[src/rtl/chunked_addsub.sv]
// Multi-cycle ripple adder/subtractor: adds CHUNK bits per clock and threads the carry
// between chunks through a register. start/busy/done handshake, signed-overflow output.
module chunked_addsub #(
    parameter int unsigned WIDTH = 16,
    parameter int unsigned CHUNK = 4
) (
    input  logic             clk,
    input  logic             reset,
    input  logic             start,
    input  logic             sub,
    input  logic [WIDTH-1:0] A,
    input  logic [WIDTH-1:0] B,
    output logic [WIDTH-1:0] sum,
    output logic             cout,
    output logic             overflow,
    output logic             busy,
    output logic             done
);
    localparam int unsigned NCHUNK = WIDTH / CHUNK;
    localparam int unsigned IdxW   = (NCHUNK > 1) ? $clog2(NCHUNK) : 1;

    if (CHUNK == 0 || (WIDTH % CHUNK) != 0) begin : g_bad_param
        $error("chunked_addsub: WIDTH must be an integer multiple of CHUNK");
    end

    typedef enum logic {StIdle, StRun} state_e;

    state_e            state_q, state_d;
    logic [WIDTH-1:0]  op_a_q, op_a_d;
    logic [WIDTH-1:0]  op_b_q, op_b_d;
    logic [WIDTH-1:0]  acc_q, acc_d;
    logic [WIDTH-1:0]  sum_q, sum_d;
    logic [IdxW-1:0]   idx_q, idx_d;
    logic              carry_q, carry_d;
    logic              cout_q, cout_d;
    logic              ovf_q, ovf_d;
    logic              done_q, done_d;

    logic [CHUNK-1:0]  ch_a, ch_b, ch_s;
    logic              ch_cin, ch_cmsb, ch_cout, rc;
    logic [WIDTH-1:0]  res_full;

    always_comb begin
        state_d = state_q;
        op_a_d  = op_a_q;
        op_b_d  = op_b_q;
        acc_d   = acc_q;
        sum_d   = sum_q;
        idx_d   = idx_q;
        carry_d = carry_q;
        cout_d  = cout_q;
        ovf_d   = ovf_q;
        done_d  = 1'b0;

        // Single-chunk configuration adds straight from the ports on the start edge.
        if (NCHUNK == 1) begin
            ch_a   = A[CHUNK-1:0];
            ch_b   = sub ? ~B[CHUNK-1:0] : B[CHUNK-1:0];
            ch_cin = sub;
        end else begin
            ch_a   = op_a_q[CHUNK-1:0];
            ch_b   = op_b_q[CHUNK-1:0];
            ch_cin = carry_q;
        end

        ch_s    = '0;
        ch_cmsb = 1'b0;
        rc      = ch_cin;
        for (int i = 0; i < int'(CHUNK); i++) begin
            ch_cmsb = rc;
            ch_s[i] = ch_a[i] ^ ch_b[i] ^ rc;
            rc      = (ch_a[i] & ch_b[i]) | (ch_a[i] & rc) | (ch_b[i] & rc);
        end
        ch_cout = rc;

        // Operands shift down each cycle; the accumulator fills from the top, so after
        // NCHUNK cycles chunk k sits at bits k*CHUNK.
        res_full = (acc_q >> CHUNK) | (WIDTH'(ch_s) << (WIDTH - CHUNK));

        case (state_q)
            StIdle: begin
                if (start) begin
                    if (NCHUNK == 1) begin
                        sum_d  = WIDTH'(ch_s);
                        cout_d = ch_cout;
                        ovf_d  = ch_cmsb ^ ch_cout;
                        done_d = 1'b1;
                    end else begin
                        op_a_d  = A;
                        op_b_d  = sub ? ~B : B;
                        carry_d = sub;
                        idx_d   = '0;
                        acc_d   = '0;
                        state_d = StRun;
                    end
                end
            end
            StRun: begin
                op_a_d  = op_a_q >> CHUNK;
                op_b_d  = op_b_q >> CHUNK;
                carry_d = ch_cout;
                acc_d   = res_full;
                idx_d   = idx_q + IdxW'(1);
                if (idx_q == IdxW'(NCHUNK - 1)) begin
                    sum_d   = res_full;
                    cout_d  = ch_cout;
                    ovf_d   = ch_cmsb ^ ch_cout;
                    done_d  = 1'b1;
                    idx_d   = '0;
                    state_d = StIdle;
                end
            end
            default: state_d = StIdle;
        endcase
    end

    always_ff @(posedge clk) begin
        if (reset) begin
            state_q <= StIdle;
            op_a_q  <= '0;
            op_b_q  <= '0;
            acc_q   <= '0;
            sum_q   <= '0;
            idx_q   <= '0;
            carry_q <= 1'b0;
            cout_q  <= 1'b0;
            ovf_q   <= 1'b0;
            done_q  <= 1'b0;
        end else begin
            state_q <= state_d;
            op_a_q  <= op_a_d;
            op_b_q  <= op_b_d;
            acc_q   <= acc_d;
            sum_q   <= sum_d;
            idx_q   <= idx_d;
            carry_q <= carry_d;
            cout_q  <= cout_d;
            ovf_q   <= ovf_d;
            done_q  <= done_d;
        end
    end

    assign sum      = sum_q;
    assign cout     = cout_q;
    assign overflow = ovf_q;
    assign busy     = (state_q == StRun);
    assign done     = done_q;

endmodule

[config.mk]
export PLATFORM = sky130hd
export DESIGN_NAME = chunked_addsub
export DESIGN_NICKNAME = d
export VERILOG_FILES = /design/src/rtl/chunked_addsub.sv
export SDC_FILE = /design/constraint.sdc
export NUM_CORES = 1
export LEC_CHECK = 0
export ABC_AREA = 1
export BUFFER_PORTS_ARGS = -buffer_cell sky130_fd_sc_hd__buf_4
export CORE_AREA = 3 3 82 84
export CTS_BUF_LIST = sky130_fd_sc_hd__clkbuf_8
export DETAILED_ROUTE_END_ITERATION = 10
export DIE_AREA = 0 0 85 87
export GPL_TIMING_DRIVEN = 0
export PLACE_DENSITY = 0.71
export SYNTH_ARGS = -nofsm -noshare
export SYNTH_HDL_FRONTEND = slang
export SYNTH_SLANG_ARGS = --single-unit
[constraint.sdc]
create_clock -name clk -period 2.85 [get_ports clk]
set_input_delay 0.1425 -clock clk [delete_from_list [all_inputs] [get_ports clk]]
set_output_delay 0.1425 -clock clk [all_outputs]
set_load 0.01 [all_outputs]
==> results.sh, run 1 <==
export IMPL_clkLatencyLatePin_ns=0.34
export IMPL_period_minus_slack_ns=2.43
export IMPL_ant_nets=0
export IMPL_rrSetupSlack_ns=0.42
export IMPL_vdd_ir_drop_max_uv=279
export IMPL_cts_tree="built"
export IMPL_die_area_sq_um=7400
export IMPL_max_freq_mhz=412
export IMPL_worstPathArrival_ns=2.70
export IMPL_period_share=0.852
export IMPL_vias=2733
export IMPL_n_fill_cell=596
export IMPL_grt_ovfl_total=0
export IMPL_final_setup_worst_slack_ns=0.422
export IMPL_hold_viol_final=0
export IMPL_cpMostUsedCell="fa_1"
export IMPL_grt_antenna_before_repair=0
export IMPL_port_buffers=53
export IMPL_wl_per_cell_um=11.3
export IMPL_drive_above_1_share=0.201
export IMPL_io_pins=56
export IMPL_critPathMaxFanout=2
export IMPL_startpoint_type="register"
export IMPL_path_buf_inv=1
export IMPL_finalPower_mw=1.97
export IMPL_grtUsageTotal=0.186
export IMPL_clockBufferDepth=2
export IMPL_cts_setup_buffers=0
export IMPL_tns_ns=0
export IMPL_r2r_cells=7
export IMPL_place_gp_congestion=0.842
export IMPL_grt_pass1_wl_um=11000
export IMPL_critPathRequiredTime_ns=3.12
export IMPL_fin_util=0.612
export IMPL_clock_sinks=67
export IMPL_worstHoldStart="A[15]"
export IMPL_synth_warnings=0
export IMPL_final_cell_area_sq_um=3670
export IMPL_crit_family="adder cells"
export IMPL_hold_class="input port to register"
export IMPL_synthToLayoutAreaGrowth_pct=23.2
export IMPL_vias_per_cell=4.77
export IMPL_htreeDepth=3
export IMPL_worstSetupPathType="register to register"
export IMPL_num_antenna_cells=0
export IMPL_die_h_um=87
export IMPL_max_slew_margin=0.662
export IMPL_syn_num_nets=470
export IMPL_preCtsSetupSlack_ns=0.442
export IMPL_drtIter0Drc=91
export IMPL_ys_seq_area_frac=0.451
export IMPL_hold_buffers=0
export IMPL_setup_viol=0
export IMPL_p_per_area_nw_per_um2=537
export IMPL_core_sq_um=5990
export IMPL_place_area_sq_um=3470
export IMPL_root_buffer="clkbuf_8"
export IMPL_cp_end_kind="register"
export IMPL_ys_types=19
export IMPL_grt_max_degree=12
export IMPL_cts_buffers=9
export IMPL_post_cts_resized=0
export IMPL_r2r_end="acc_q[15]"
export IMPL_netlist_area_sq_um=2980
export IMPL_clock_skew_final_ns=0.00650
export IMPL_grt_pass1_vias=2505
export IMPL_min_path_cells=3
export IMPL_final_cells=573
export IMPL_path_clk_slew_ns=0.07
export IMPL_max_stage_delay_ns=0.48
export IMPL_drv_cap=0
export IMPL_dp_hpwl_um=4940
export IMPL_status="complete, no violations"
export IMPL_wl_um=6450
export IMPL_avgSynthCellArea_sq_um=6.94
export IMPL_path_cells="fa_1 > inv_1 > fa_1 > fa_1 > fa_1 > or2_2 > a21oi_1"
export IMPL_syn_inst=429
export IMPL_whs_endpoint="op_a_q[15]"
export IMPL_slew_viol_final=0
export IMPL_cp_slowest_cell="fa_1"
export IMPL_r2r_start="op_b_q[0]"
export IMPL_worst_pin_slew_ns=0.508
export IMPL_die_w_um=85
export IMPL_initial_core_util=0.497
export IMPL_std_cell_rows=28
export IMPL_drc=0
export IMPL_first_pass_iters=4
export IMPL_p_leak_nw=1.87
export IMPL_ys_seq_elements=67
export IMPL_rsz0062_at_grt="no"
export IMPL_dp_cells=557
export IMPL_whs_ns=0.0568
export IMPL_finalNetCount=534
[where the power goes]
part	switching, mW	internal (mW)	total [mW]
clock	0.351	0.409	0.761
sequential	0.0199	0.969	0.989
combinational	0.124	0.0951	0.219
total	0.495	1.47	1.97
[worst max-delay path by stage]
stage                 to  cells past startpoint  slack, ns      start
3_5_place_dp   acc_q[15]                      7       0.44  op_b_q[0]
5_1_grt        acc_q[15]                      7       0.31  op_b_q[0]
6_report       acc_q[15]                      7       0.42  op_b_q[0]
4_1_cts        acc_q[15]                      7       0.42  op_b_q[0]
2_1_floorplan    carry_q                      9       0.61  op_a_q[0]
3_3_place_gp   acc_q[15]                      7       0.46  op_b_q[0]
[final cells by class]
class	instances	area, sq um	area share
clock inverters	3	20.0	0.00546
plain buffers	25	145	0.0396
flip-flops and latches	67	1340	0.366
inverters	53	199	0.0543
well taps	75	93.8	0.0256
clock buffers	13	179	0.0488
multi-input cells	284	1290	0.352
repair buffers	53	398	0.109
[kinds of logic after synthesis]
group	count (synthesis)	share of synthesized area
and+or+nand+nor	227	0.314
buffers and inverters	78	0.116
xor gates and xnor gates	1	0.00294
AOI/OAI and AO/OA	51	0.0858
adders and majority gates	5	0.0311
DFF	67	0.451
[placed cells by master (no fill, tap or decap)]
master      count
nand3_1        48
inv_2           4
xnor2_1         1
dfxtp_1        67
buf_2          11
buf_6           1
nor2_1          4
o21ai_0         5
inv_1          49
nand2_1       168
clkinv_2        1
nor2_2          1
nand2_2         1
clkbuf_1        5
ha_1            1
a21oi_1        46
clkbuf_8       13
buf_4          61
or2_2           4
nand3_2         1
fa_1            4
clkinvlp_4      2
[cell usage after synthesis]
cell type  instances  area, sq um
nand2_1          168          631
dfxtp_1           67         1340
inv_1             49          184
nand3_1           48          240
a21oi_1           46          230
buf_2             11         55.1
buf_4              8         60.1
clkbuf_1           5         18.8
o21ai_0            5         25.0
fa_1               4         80.1
inv_2              4         15.0
nor2_1             4         15.0
or2_2              4         25.0
buf_6              1         11.3
ha_1               1         12.5
nand2_2            1         6.26
nand3_2            1         10.0
nor2_2             1         6.26
xnor2_1            1         8.76
[routing by layer]
layer	vias to the layer above	GRT usage	routed length [um]
met3	10	0.0322	259
met2	50	0.306	2910
met5	-	0	0
met1	1218	0.237	3150
met4	0	0.0906	136
li1	1455	-	-
[worst reg2reg max path: stages (launching register included)]
cell and delay (ns):
dfxtp_1 0.38, fa_1 0.20, inv_1 0.05, fa_1 0.37, fa_1 0.43, fa_1 0.48, or2_2 0.33, a21oi_1 0.12
[registers in the layout, indices dropped and copies added, names as in the netlist]
signal / cells
acc_q: 12
busy: 1
carry_q: 1
cout: 1
done: 1
idx_q: 2
op_a_q: 16
op_b_q: 16
overflow: 1
sum: 16
Note: power is estimated with default switching activity, not from simulation.
==> run 2: changes to the inputs <==
RECOVER_POWER = 100   (was default)
==> run 2 against run 1 <==
Critical path depth stayed put. Sequential share of layout area grew 1.1 points. Power decreased by 0.31%. Via count fell by 0.44%. Clock power about the same. Flip-flop and latch count did not move. Highest routed layer unchanged. Utilization decreased by 1.8 points. Worst setup slack improved by 0.012 ns. Fmax grew 0.51%. Critical endpoint unchanged. Register-to-register slack barely moved.
==> results.sh, run 2 (synthesis results as in run 1) <==
export IMPL_status="complete, no violations"
export IMPL_grt_antenna_before_repair=0
export IMPL_cp_slowest_cell="fa_1"
export IMPL_r2r_start="op_b_q[0]"
export IMPL_synthToLayoutAreaGrowth_pct=19.6
export IMPL_startpoint_type="register"
export IMPL_dp_cells=557
export IMPL_grt_pass1_wl_um=11000
export IMPL_clock_skew_final_ns=0.00804
export IMPL_mostFrequentLayoutCell="nand2_1"
export IMPL_std_cell_rows=28
export IMPL_drtIter0Drc=93
export IMPL_wl_um=6470
export IMPL_worstPathArrival_ns=2.69
export IMPL_grt_pass1_vias=2505
export IMPL_drive_above_1_share=0.139
export IMPL_hold_class="input port to register"
export IMPL_period_share=0.848
export IMPL_hold_buffers=0
export IMPL_p_leak_nw=1.76
export IMPL_post_cts_resized=0
export IMPL_hold_viol_final=0
export IMPL_fin_util=0.594
export IMPL_cts_tree="built"
export IMPL_setup_viol=0
export IMPL_r2r_cells=7
export IMPL_dp_hpwl_um=4940
export IMPL_max_slew_margin=0.673
export IMPL_vias_per_cell=4.75
export IMPL_grt_max_degree=12
export IMPL_preCtsSetupSlack_ns=0.442
export IMPL_initial_core_util=0.497
export IMPL_critPathRequiredTime_ns=3.12
export IMPL_clock_sinks=67
export IMPL_max_freq_mhz=414
export IMPL_htreeDepth=3
export IMPL_port_buffers=53
export IMPL_die_area_sq_um=7400
export IMPL_period_minus_slack_ns=2.42
export IMPL_cp_end_kind="register"
export IMPL_final_setup_worst_slack_ns=0.434
export IMPL_r2r_end="acc_q[15]"
export IMPL_critPathMaxFanout=2
export IMPL_final_cell_mix="nand2_1 (169), dfxtp_1 (67), inv_1 (50)"
export IMPL_cpMostUsedCell="fa_1"
export IMPL_die_w_um=85
export IMPL_worst_pin_slew_ns=0.491
export IMPL_place_gp_congestion=0.842
export IMPL_core_sq_um=5990
export IMPL_grtUsageTotal=0.186
export IMPL_io_pins=56
export IMPL_vdd_ir_drop_max_uv=276
export IMPL_grt_ovfl_total=0
export IMPL_max_stage_delay_ns=0.48
export IMPL_rsz0062_at_grt="no"
export IMPL_cts_buffers=9
export IMPL_final_cells=573
export IMPL_root_buffer="clkbuf_8"
export IMPL_clockBufferDepth=2
export IMPL_die_h_um=87
export IMPL_startpoint="op_b_q[0]"
export IMPL_slew_viol_final=0
export IMPL_num_antenna_cells=0
export IMPL_ant_nets=0
export IMPL_whs_ns=0.0574
export IMPL_worstSetupPathType="register to register"
export IMPL_tns_ns=0
export IMPL_cts_setup_buffers=0
export IMPL_p_per_area_nw_per_um2=552
export IMPL_wl_per_cell_um=11.3
export IMPL_path_clk_slew_ns=0.07
export IMPL_clkLatencyLatePin_ns=0.34
export IMPL_first_pass_iters=4
export IMPL_drc=0
export IMPL_finalNetCount=534
export IMPL_crit_end="acc_q[15]"
export IMPL_rrSetupSlack_ns=0.43
export IMPL_drv_cap=0
export IMPL_path_cells="fa_1 > inv_1 > fa_1 > fa_1 > fa_1 > or2_2 > a21oi_1"
export IMPL_vias=2721
==> run 2: changes by cell type in the layout (fill, tap and decap cells not counted) <==
| cell | before | now |
|---|---|---|
| nand3_2 | 1 | 0 |
| buf_4 | 61 | 37 |
| clkbuf_1 | 5 | 33 |
| buf_6 | 1 | 0 |
| inv_1 | 49 | 50 |
| inv_2 | 4 | 3 |
| nand2_2 | 1 | 0 |
| buf_2 | 11 | 8 |
| nand3_1 | 48 | 49 |
| nand2_1 | 168 | 169 |
==> run 2: worst max-delay path: cells and delay by family, from the launching register on <==
kind	cells	cell delay, ns
compound gates	1	0.12
fa+ha+maj	4	1.48
buf+inv	1	0.05
flops	1	0.38
simple gates	1	0.33
==> run 2: per-stage QoR <==
stage | instance area, sq um | total power [mW]
after floorplan | 2980 | 1.15
after global placement | 3470 | 1.23
after detailed placement | 3470 | 1.23
after CTS | 3670 | 1.99
after global routing | 3560 | 2.06
final | 3560 | 1.96
==> run 2: power breakdown <==
part	leakage (nW)	total, mW	switching (mW)	internal (mW)
sequential	0.545	0.989	0.0197	0.969
clock	0.0977	0.761	0.351	0.409
combinational	1.12	0.213	0.124	0.0898
==> run 2: worst min-delay path by stage <==
| stage | slack [ns] | end | startpoint | cells after the start |
|---|---|---|---|---|
| after global placement | 0.41 | op_a_q[15] | A[15] | 3 |
| after CTS | 0.05 | op_a_q[15] | A[15] | 3 |
| after detailed placement | 0.42 | op_a_q[14] | A[14] | 3 |
| after floorplan | 0.29 | op_a_q[13] | A[13] | 2 |
| after global routing | 0.06 | op_a_q[15] | A[15] | 3 |
| final | 0.06 | op_a_q[15] | A[15] | 3 |
==> run 2: area by class of cell <==
| class | instances | area, sq um |
|---|---|---|
| Multi-Input combinational cell | 284 | 1280 |
| Buffer | 25 | 119 |
| Fill cell | 603 | 2430 |
| Clock inverter | 3 | 20.0 |
| Clock buffer | 13 | 179 |
| Inverter | 53 | 199 |
| Tap cell | 75 | 93.8 |
| Timing Repair Buffer | 53 | 323 |
| Sequential cell | 67 | 1340 |
==> run 2: layer usage <==
layer / track usage / share of wire
met2: 0.306 / 0.45
met5: 0 / 0
met3: 0.0322 / 0.051
met4: 0.0906 / 0.022
met1: 0.237 / 0.48
==> run 3: changes to the inputs <==
ABC_AREA = 0   (was 1)
CORE_AREA = 3 3 81 83   (was 3 3 82 84)
DIE_AREA = 0 0 84 86   (was 0 0 85 87)
PLACE_DENSITY = 0.75   (was 0.71)
clock period = 2.2 ns   (was 2.85 ns; I/O delays follow)
==> run 3 against run 2 <==
Final area is 0.63% higher. Wire length rose by 3.8%. Power up 38%. Worst setup slack got worse by 0.36 ns. Die area fell by 2.3%. Critical path type unchanged. Critical path depth unchanged. Non-clock buffer count grew 5. Clock skew up 0.0025 ns. Sequential share of layout area is 0.13 points lower. Flip-flop and latch count is the same.
==> results.sh, run 3 <==
export IMPL_grt_ovfl_total=0
export IMPL_die_area_sq_um=7220
export IMPL_dp_cells=408
export IMPL_wl_per_cell_um=15.7
export IMPL_clockPowerShare=0.399
export IMPL_synth_top_area_frac=0.456
export IMPL_synth_common_cells="dfxtp_1 (67), nand2_1 (22), mux2i_1 (17)"
export IMPL_port_buffers=52
export IMPL_p_int_mw=2.02
export IMPL_finalNetCount=389
export IMPL_worst_pin_slew_ns=0.527
export IMPL_grt_pass1_wl_um=11600
export IMPL_final_cells=428
export IMPL_first_pass_iters=4
export IMPL_final_cell_mix="dfxtp_1 (64), buf_4 (38), clkbuf_1 (32)"
export IMPL_clock_skew_final_ns=0.0106
export IMPL_ys_seq_area_frac=0.456
export IMPL_synth_ff_type="dfxtp_1"
export IMPL_yosys_top_cells_area="dfxtp_1 (46%), mux2i_1 (5.8%), xnor2_1 (4.8%), a22o_1 (4.2%), or3b_1 (4.2%)"
export IMPL_setup_viol=0
export IMPL_drc=0
export IMPL_grt_max_degree=13
export IMPL_critPathMaxFanout=3
export IMPL_std_cell_rows=28
export IMPL_n_fill_cell=542
export IMPL_grt_pass1_vias=2382
export IMPL_die_h_um=86
export IMPL_place_area_sq_um=3430
export IMPL_syn_inst=281
export IMPL_vias_per_cell=5.36
export IMPL_seq_area_sq_um=1350
export IMPL_die_w_um=84
export IMPL_cts_tree="built"
export IMPL_critPathRequiredTime_ns=2.44
export IMPL_fin_util=0.605
export IMPL_initial_core_util=0.497
export IMPL_grtUsageTotal=0.200
export IMPL_hold_class="input port to register"
export IMPL_max_slew_margin=0.648
export IMPL_worstPathArrival_ns=2.36
export IMPL_clockBufferDepth=2
export IMPL_synth_largest_area_cell="dfxtp_1"
export IMPL_synth_most_common_cell="dfxtp_1"
export IMPL_cp_end_kind="register"
export IMPL_p_seq_frac=0.479
export IMPL_drive_above_1_share=0.210
export IMPL_netlist_area_sq_um=2940
export IMPL_htreeDepth=3
export IMPL_drtIter0Drc=109
export IMPL_place_gp_congestion=0.803
export IMPL_final_cell_area_sq_um=3580
export IMPL_drv_cap=0
export IMPL_root_buffer="clkbuf_8"
export IMPL_finalPower_mw=2.72
export IMPL_worstSetupPathType="register to register"
export IMPL_synth_warnings=0
export IMPL_num_antenna_cells=0
export IMPL_preCtsSetupSlack_ns=-0.0768
export IMPL_tns_ns=0
export IMPL_wl_um=6710
export IMPL_ys_seq_elements=67
export IMPL_p_sw_mw=0.695
export IMPL_dp_hpwl_um=4720
export IMPL_clock_sinks=67
export IMPL_mostFrequentLayoutCell="dfxtp_1"
export IMPL_grt_antenna_before_repair=0
export IMPL_synth_edf_count=0
export IMPL_min_path_cells=3
export IMPL_period_share=0.964
export IMPL_synthToLayoutAreaGrowth_pct=21.7
export IMPL_multi_input_area_sq_um=1390
export IMPL_whs_ns=0.0175
export IMPL_path_clk_slew_ns=0.08
export IMPL_period_minus_slack_ns=2.12
export IMPL_p_leak_nw=1.36
export IMPL_vias=2295
export IMPL_swShare=0.256
export IMPL_syn_num_nets=322
export IMPL_cts_buffers=9
export IMPL_clkLatencyLatePin_ns=0.35
export IMPL_p_per_area_nw_per_um2=759
export IMPL_synthArstFlopShare=0
export IMPL_io_pins=56
export IMPL_hold_viol_final=0
export IMPL_vdd_ir_drop_max_uv=447
export IMPL_max_freq_mhz=471
export IMPL_startpoint_type="register"
export IMPL_power_frac_comb=0.122
export IMPL_status="complete, no violations"
export IMPL_ys_types=32
export IMPL_ant_nets=0
export IMPL_slew_viol_final=0
export IMPL_avgSynthCellArea_sq_um=10.5
export IMPL_r2r_cells=7
export IMPL_final_setup_worst_slack_ns=0.0790
export IMPL_core_sq_um=5920
[run 3: changes by cell type in the layout (fill, tap and decap cells not counted), sizes merged, moves of 12 or more]
cell    delta
or3b      +15
a211oi    +16
nor2b     +12
mux2i     +17
a21oi     -30
o221ai    +12
or4b      +12
inv       -43
nand3     -49
nand2    -147
xnor2     +15
a22o      +14
[run 3: kinds of logic (layout without fill, tap and decap cells)]
group                    after synthesis  count (layout)  synth area share
AO/OA/AOI/OAI                         64              64             0.166
XOR/XNOR                              17              17            0.0506
adder cells (fa/ha/maj)                5               5            0.0315
buffers and inverters                 36             108            0.0732
flip-flops                            67              67             0.456
multiplexers                          17              17            0.0579
AND/OR/NAND/NOR                       75              75             0.165
[run 3: power by group through the flow]
stage                     clock network, mW  logic [mW]  registers, mW
after floorplan                           0       0.225           1.32
after global placement                    0       0.326           1.33
after detailed placement                  0       0.332           1.33
after CTS                              1.09       0.339           1.30
after global routing                   1.15       0.368           1.31
final                                  1.08       0.330           1.30
[run 3: worst max-delay path, stage by stage (launching register included)]
cell	delay, ns
dfxtp_2	0.36
fa_1	0.16
inv_1	0.05
fa_2	0.34
fa_2	0.36
fa_2	0.38
xor2_1	0.18
a22o_1	0.19
[run 3: path summary, 6_finish.rpt]
check	end	slack, ns	startpoint
worst max-delay path	overflow	0.08	op_b_q[0]
worst max register to register	overflow	0.08	op_b_q[0]
worst min-delay path	op_a_q[15]	0.02	A[15]
worst min register to register	sum[2]	0.46	acc_q[6]
[run 3: layer usage]
layer	global-route usage	wire length, um	vias to the layer above
met3	0.0538	357	8
met1	0.255	3030	1088
met5	0	0	-
met2	0.334	3250	64
met4	0.0599	78	0
li1	-	-	1135
[run 3: final cells by class]
cell class | count | area share
Sequential cell | 67 | 0.376
Clock inverter | 5 | 0.0168
Multi-Input combinational cell | 178 | 0.387
Timing Repair Buffer | 56 | 0.0986
Buffer | 27 | 0.0440
Tap cell | 75 | 0.0262
Clock buffer | 11 | 0.0423
Inverter | 9 | 0.00944
[run 3: what timing repair did]
action	4_1_cts	5_1_grt
hold buffers	3	0
buffers inserted	0	1
setup endpoints to repair	2	2
hold endpoints to repair	3	0
resized for setup	3	2
